==> src/rtl/crc32_seq_pkg.sv <==
// Shared types and helpers for the CRC-32 frame sequencer and its word serializer.
package crc32_seq_pkg;

    localparam int unsigned CRC_W = 32;

    typedef enum logic [2:0] {
        StIdle,
        StClear,
        StLoad,
        StShift,
        StWait,
        StDone
    } seq_state_e;

    // Byte count of an accepted word; s_bytes only matters on the final word.
    function automatic logic [2:0] bytes_decode(input logic last, input logic [1:0] nbytes);
        if (!last || nbytes == 2'd0) begin
            return 3'd4;
        end
        return {1'b0, nbytes};
    endfunction

endpackage

==> src/rtl/crc32_frame_sequencer_if.sv <==
// Word stream from the frame builder into the CRC sequencer.
interface crc32_frame_sequencer_if;
    import crc32_seq_pkg::*;

    logic             s_valid;
    logic             s_ready;
    logic [CRC_W-1:0] s_data;
    logic             s_last;
    logic [1:0]       s_bytes;

    modport master (
        output s_valid,
        output s_data,
        output s_last,
        output s_bytes,
        input  s_ready
    );

    modport slave (
        input  s_valid,
        input  s_data,
        input  s_last,
        input  s_bytes,
        output s_ready
    );

endinterface

==> src/rtl/crc32_word_serializer.sv <==
// Holds one accepted word and shifts it out MSB-first, tracking the remaining bit count.
module crc32_word_serializer
    import crc32_seq_pkg::*;
(
    input  logic             clk,
    input  logic             rst_n,
    input  logic             load,
    input  logic             shift,
    input  logic [CRC_W-1:0] data,
    input  logic [2:0]       nbytes,
    input  logic             last,
    output logic             msb,
    output logic             bit_last,
    output logic             frame_last
);

    logic [CRC_W-1:0] shreg_q;
    logic [4:0]       bitcnt_q;
    logic             last_q;
    logic [4:0]       load_cnt;

    // nbytes is 1..4, so 8*nbytes-1 always fits in five bits.
    assign load_cnt = 5'({nbytes, 3'b000} - 6'd1);

    always_ff @(posedge clk) begin
        if (!rst_n) begin
            shreg_q  <= '0;
            bitcnt_q <= '0;
            last_q   <= 1'b0;
        end else if (load) begin
            shreg_q  <= data;
            bitcnt_q <= load_cnt;
            last_q   <= last;
        end else if (shift) begin
            shreg_q  <= {shreg_q[CRC_W-2:0], 1'b0};
            bitcnt_q <= bitcnt_q - 5'd1;
        end
    end

    assign msb        = shreg_q[CRC_W-1];
    assign bit_last   = (bitcnt_q == 5'd0);
    assign frame_last = last_q;

endmodule

==> src/rtl/crc32_frame_sequencer.sv <==
// Feeds framed 32-bit words bit-serially into the CRC-32 core and latches the frame CRC.
module crc32_frame_sequencer
    import crc32_seq_pkg::*;
#(
    parameter bit          FINAL_XOR  = 1'b0,
    parameter int unsigned BYTE_CNT_W = 16
) (
    input  logic                    clk,
    input  logic                    rst_n,
    crc32_frame_sequencer_if.slave  stream,
    input  logic                    abort,
    output logic                    crc_clear,
    output logic                    crc_bit,
    output logic                    crc_valid,
    input  logic [CRC_W-1:0]        crc_in,
    output logic                    busy,
    output logic                    done,
    output logic [CRC_W-1:0]        crc_out,
    output logic [BYTE_CNT_W-1:0]   byte_count
);

    localparam int unsigned SumW = BYTE_CNT_W + 1;

    seq_state_e             state_q, state_d;
    logic                   handshake;
    logic [2:0]             nbytes;
    logic                   msb, bit_last, frame_last;
    logic [BYTE_CNT_W-1:0]  run_cnt_q;
    logic [SumW-1:0]        run_sum;
    logic [CRC_W-1:0]       crc_out_q;
    logic [BYTE_CNT_W-1:0]  byte_count_q;
    logic                   done_q;

    assign nbytes    = bytes_decode(stream.s_last, stream.s_bytes);
    assign handshake = stream.s_valid && stream.s_ready;
    assign run_sum   = {1'b0, run_cnt_q} + SumW'(nbytes);

    crc32_word_serializer u_serializer (
        .clk        (clk),
        .rst_n      (rst_n),
        .load       (handshake),
        .shift      (state_q == StShift),
        .data       (stream.s_data),
        .nbytes     (nbytes),
        .last       (stream.s_last),
        .msb        (msb),
        .bit_last   (bit_last),
        .frame_last (frame_last)
    );

    always_comb begin
        state_d        = state_q;
        stream.s_ready = (state_q == StLoad) && !abort;
        crc_clear      = (state_q == StClear);
        crc_valid      = (state_q == StShift);
        crc_bit        = (state_q == StShift) && msb;
        busy           = (state_q != StIdle);

        unique case (state_q)
            StIdle:  if (stream.s_valid) state_d = StClear;
            StClear: state_d = StLoad;
            StLoad:  if (handshake) state_d = StShift;
            StShift: if (bit_last) state_d = frame_last ? StWait : StLoad;
            StWait:  state_d = StDone;
            StDone:  state_d = StIdle;
            default: state_d = StIdle;
        endcase

        if (abort && state_q != StIdle) begin
            state_d = StIdle;
        end
    end

    always_ff @(posedge clk) begin
        if (!rst_n) begin
            state_q      <= StIdle;
            run_cnt_q    <= '0;
            crc_out_q    <= '0;
            byte_count_q <= '0;
            done_q       <= 1'b0;
        end else begin
            state_q <= state_d;
            done_q  <= 1'b0;
            if (state_q == StClear) begin
                run_cnt_q <= '0;
            end else if (handshake) begin
                run_cnt_q <= run_sum[BYTE_CNT_W] ? '1 : run_sum[BYTE_CNT_W-1:0];
            end
            // The core's CRC settles one edge after the last bit, i.e. during WAIT.
            if (state_q == StWait && !abort) begin
                crc_out_q    <= crc_in ^ {CRC_W{FINAL_XOR}};
                byte_count_q <= run_cnt_q;
                done_q       <= 1'b1;
            end
        end
    end

    assign done       = done_q;
    assign crc_out    = crc_out_q;
    assign byte_count = byte_count_q;

endmodule

==> src/flat_wrapper.sv <==
// flat-port wrapper written by rule: the top's interface ports become plain ports
module crc32_frame_sequencer_flat import crc32_seq_pkg::*;
#(
    parameter bit          FINAL_XOR  = 1'b0,
    parameter int unsigned BYTE_CNT_W = 16
)
  (clk, rst_n, abort, crc_clear, crc_bit, crc_valid, crc_in, busy, done, crc_out, byte_count, stream_s_valid, stream_s_data, stream_s_last, stream_s_bytes, stream_s_ready);
  crc32_frame_sequencer_if stream_i ();
  input  logic clk;
  input  logic rst_n;
  input  logic abort;
  output logic crc_clear;
  output logic crc_bit;
  output logic crc_valid;
  input  logic [CRC_W-1:0] crc_in;
  output logic busy;
  output logic done;
  output logic [CRC_W-1:0] crc_out;
  output logic [BYTE_CNT_W-1:0] byte_count;
  input wire logic [$bits(stream_i.s_valid)-1:0] stream_s_valid;
  input wire logic [$bits(stream_i.s_data)-1:0] stream_s_data;
  input wire logic [$bits(stream_i.s_last)-1:0] stream_s_last;
  input wire logic [$bits(stream_i.s_bytes)-1:0] stream_s_bytes;
  output wire logic [$bits(stream_i.s_ready)-1:0] stream_s_ready;
  assign stream_i.s_valid = stream_s_valid;
  assign stream_i.s_data = stream_s_data;
  assign stream_i.s_last = stream_s_last;
  assign stream_i.s_bytes = stream_s_bytes;
  assign stream_s_ready = stream_i.s_ready;
  crc32_frame_sequencer #(.FINAL_XOR(FINAL_XOR), .BYTE_CNT_W(BYTE_CNT_W)) u_core (.clk(clk), .rst_n(rst_n), .stream(stream_i), .abort(abort), .crc_clear(crc_clear), .crc_bit(crc_bit), .crc_valid(crc_valid), .crc_in(crc_in), .busy(busy), .done(done), .crc_out(crc_out), .byte_count(byte_count));
endmodule
==> config.mk <==
export PLATFORM = sky130hd
export DESIGN_NAME = crc32_frame_sequencer_flat
export DESIGN_NICKNAME = d
export VERILOG_FILES = /design/src/rtl/crc32_seq_pkg.sv /design/src/rtl/crc32_frame_sequencer_if.sv /design/src/rtl/crc32_word_serializer.sv /design/src/rtl/crc32_frame_sequencer.sv /design/src/flat_wrapper.sv
export SDC_FILE = /design/constraint.sdc
export NUM_CORES = 1
export LEC_CHECK = 0
export BUFFER_PORTS_ARGS = -buffer_cell sky130_fd_sc_hd__buf_2
export CORE_MARGIN = 2
export CORE_UTILIZATION = 40
export CTS_CLUSTER_SIZE = 12
export DETAILED_ROUTE_END_ITERATION = 8
export GPL_TIMING_DRIVEN = 0
export PLACE_DENSITY_LB_ADDON = 0.25
export SYNTH_ARGS = -nofsm -noshare
export SYNTH_HDL_FRONTEND = slang
export SYNTH_SLANG_ARGS = --single-unit
==> constraint.sdc <==
create_clock -name clk -period 2.33 [get_ports clk]
set_input_delay 0.1165 -clock clk [delete_from_list [all_inputs] [get_ports clk]]
set_output_delay 0.1165 -clock clk [all_outputs]
set_load 0.05 [all_outputs]
==> flow_summary_export.csv <==
group,metric,value,unit
sta,clock_skew,0.00753,ns
cells_and_area,multi_input_area,0.00208,mm^2
setup_path,reg2reg_depth,7,
synthesis,postSynthAreaPerCell,8.34,um^2
place,dp_cells,789,
cells_and_area,drive_above_1_share,22.7,%
synthesis,synth_commonest_cells,"nand2_1, dfxtp_1, a21oi_1",
floorplan,dieArea,0.0118,mm^2
floorplan,die_h,109,um
global_route,grt_pass1_wl,18.3,mm
power_and_ir_drop,leakagePower,2.23,nW
route,wire_per_inst,13.6,um
place,dp_worst_setup_slack,0.0918,ns
clock_tree,cts_tree,"done",
clock_tree,clockBufferDepth,2,
global_route,grt_overflow,0,
setup_path,cpMostUsedCell,"a21oi_1",
clock_tree,clockRootBuffer,"clkbuf_8",
synthesis,ys.flop_type,"dfxtp_1",
sta,setup_tns,0,ns
setup_path,end_kind,"flip-flop",
power_and_ir_drop,power,0.00327,W
setup_path,start_kind,"flip-flop",
cells_and_area,final_cells,836,
global_route,grt_usage,19.5,%
clock_tree,insertion_delay,0.37,ns
synthesis,synth_nets,602,
power_and_ir_drop,vdd_ir_drop_max,0.264,mV
clock_tree,clk_transition_reported_paths,0.10,ns
place,hpwl,8.01,mm
cells_and_area,final_area,0.00567,mm^2
synthesis,yosys.area.top_type,"dfxtp_1",
min_path,min_path_type,"input pin to flip-flop",
cells_and_area,n_antenna_cell,0,
cells_and_area,syn_to_final_growth,29.6,%
setup_path,timing.rr.start,"u_core.run_cnt_q[0]",
place,dpl_cell_area,0.00517,mm^2
synthesis,synthArstFlopShare,0,%
floorplan,initial_core_util,40.7,%
synthesis,yosysWarnings,0,
setup_path,critPathCapture,"u_core.run_cnt_q[0]",
setup_path,startpoint,"u_core.run_cnt_q[0]",
clock_tree,cts_sinks,106,
synthesis,ys_seq_elements,106,
setup_path,required,2.55,ns
route,wirelength,11.4,mm
sta,finalSetupViolCount,0,
setup_path,worstSetupPathType,"flip-flop to flip-flop",
route,firstDrtPassIters,4,
floorplan,num_rows,38,
clock_tree,cts_buffers,9,
synthesis,synthCells,525,
setup_path,r2r_end,"u_core.run_cnt_q[0]",
route,post-route-drc-count,0,
sta,setup_slack,0.146,ns
sta,post-route-min-period,2.18,ns
floorplan,die_x,109,um
cells_and_area,layout.nets,768,
global_route,grt_pass1_vias,3888,
route,vias_per_cell,5.06,
clock_tree,cts_setup_buffers,0,
route,antenna_left,0,
power_and_ir_drop,powerDensity,576,mW/mm^2
sta,max_freq,458,MHz
route,drt_iter0_markers,290,
status,status,"completed",
setup_path,crit_path_top_delay_cell,"fa_1",
route,vias,4227,
setup_path,crit_path_cell_trace,"ha_1 -> fa_1 -> a21oi_1 -> nor3b_2 -> and2_1 -> nand2_1 -> a21oi_1",
setup_path,worstPathArrival,2.40,ns
sta,finalMaxSlewViolations,0,
floorplan,coreArea,0.0107,mm^2
synthesis,syn_area,0.00438,mm^2
cells_and_area,n_fill_cell,1025,
sta,hold_violations,0,
sta,tightest_slew,0.645,ns
synthesis,synth_top_area_share,48.5,%
synthesis,synthTopCellsByArea,"dfxtp_1, nand2_1, a21oi_1, a21boi_0, a22oi_1",
setup_path,cpPeakStageDelay,0.42,ns
global_route,antenna_found_initial,0,
floorplan,io_pins,125,
setup_path,cp_max_fo,8,
sta,post-route-period-util,93.7,%
flow_run,maxCapViolCount,0,
place,place_congestion,0.822,
synthesis,yosysMostFrequentCell,"nand2_1",
clock_tree,cts.htree.levels,3,
synthesis,ys_seq_area_share,48.5,%
synthesis,synth_edf_count,0,
cells_and_area,seq_area,0.00212,mm^2
sta,rsz0062_at_grt,"no",
sta,relSlewSlack,56.7,%
global_route,grt_max_degree,18,
setup_path,reg2reg_slack,0.15,ns
place,port_buffers,124,
synthesis,yosysUniqueCellTypes,46,
[worst min-delay path by stage]
stage / startpoint / end / slack [ns] / depth (start not counted)
after global placement: stream_s_data[0] / u_core.u_serializer.shreg_q[0] / 0.35 / 3
after global routing: crc_in[26] / u_core.crc_out[26] / 0.0007 / 3
after detailed placement: stream_s_data[0] / u_core.u_serializer.shreg_q[0] / 0.36 / 3
final: crc_in[29] / u_core.crc_out[29] / 0.01 / 3
after CTS: crc_in[26] / u_core.crc_out[26] / 0.0004 / 3
after floorplan: crc_in[0] / u_core.crc_out[0] / 0.25 / 2
[flip-flops by register name, summed over array words and instances, names as in the netlist]
name / cells
u_core.state_q: 3
u_core.run_cnt_q: 16
u_core.byte_count: 16
u_core.crc_out: 32
u_core.done: 1
u_core.u_serializer.bitcnt_q: 5
u_core.u_serializer.frame_last: 1
u_core.u_serializer.shreg_q: 32
[metrics by stage]
| step | util, % | hold slack (ns) |
|---|---|---|
| after floorplan | - | 0.253 |
| after global placement | 48.1 | 0.346 |
| after detailed placement | 48.1 | 0.359 |
| after CTS | 52.8 | 0.000419 |
| after global routing | 52.8 | 0.000707 |
| final | 52.8 | 0.0138 |
[layout by cell type (no fill, tap or decap), drive strengths merged, types with 2 or more instances in the layout]
| cell type | synthesis | layout |
|---|---|---|
| a211oi | 3 | 3 |
| nor4b | 3 | 3 |
| a31oi | 2 | 2 |
| clkinv | 1 | 4 |
| o21ai | 7 | 7 |
| nor2b | 3 | 3 |
| nand4 | 5 | 5 |
| dfxtp | 106 | 106 |
| xor2 | 7 | 7 |
| a22oi | 31 | 31 |
| mux2i | 5 | 5 |
| and2 | 6 | 6 |
| nor3b | 3 | 3 |
| inv | 4 | 5 |
| a21boi | 32 | 32 |
| nand2 | 146 | 146 |
| clkbuf | 20 | 32 |
| nor3 | 4 | 4 |
| dlygate4sd3 | 0 | 31 |
| buf | 17 | 141 |
| nor2 | 16 | 16 |
| xnor2 | 4 | 4 |
| or3 | 2 | 2 |
| a21oi | 64 | 64 |
| ha | 5 | 5 |
| and3 | 2 | 2 |
| nand3 | 12 | 12 |
[routing by layer]
| layer | vias to the layer above | wire, um | GRT usage [%] |
|---|---|---|---|
| met3 | 17 | 539 | 3.07 |
| met2 | 107 | 5320 | 32.9 |
| li1 | 2123 | - | - |
| met4 | 0 | 205 | 7.42 |
| met5 | - | 0 | 0 |
| met1 | 1980 | 5280 | 25.0 |
[worst max-delay path: cells and delay by family (launching register included)]
| family | cells | cell delay (ns) |
|---|---|---|
| flip-flops | 1 | 0.34 |
| adder cells (fa/ha/maj) | 2 | 0.65 |
| AND/OR/NAND/NOR | 3 | 0.59 |
| AO/OA/AOI/OAI | 2 | 0.47 |
[layout make-up]
type	instances	area share (%)
repair buffers	155	16.4
multi-input cells	377	36.6
flip-flops and latches	106	37.4
clock inverters	4	0.617
plain buffers	37	2.82
inverters	5	0.331
clock buffers	12	2.73
well taps	140	3.09
[where the power goes]
group          switching [W]  internal, W  total, W
Combinational       0.000179     0.000147  0.000326
Clock               0.000628     0.000458   0.00109
Sequential         0.0000179      0.00184   0.00185
[repair_timing]
item / 4_1_cts / 5_1_grt
setup endpoints to repair: 0 / 1
resized for setup: 0 / 1
hold buffers: 31 / 0
hold endpoints to repair: 31 / 0
[cell families (layout without fill, tap and decap cells)]
logic type                 after synthesis  count (layout)  share of synthesized area [%]
buffers and inverters                   42             213                           4.09
xor gates and xnor gates                11              11                           2.20
adders and majority gates                6               6                           1.89
DFF                                    106             106                           48.5
muxes                                    5               5                           1.14
AOI/OAI and AO/OA                      147             147                           21.3
and+or+nand+nor                        208             208                           20.9
No activity file was read; power rests on OpenSTA's default activity.
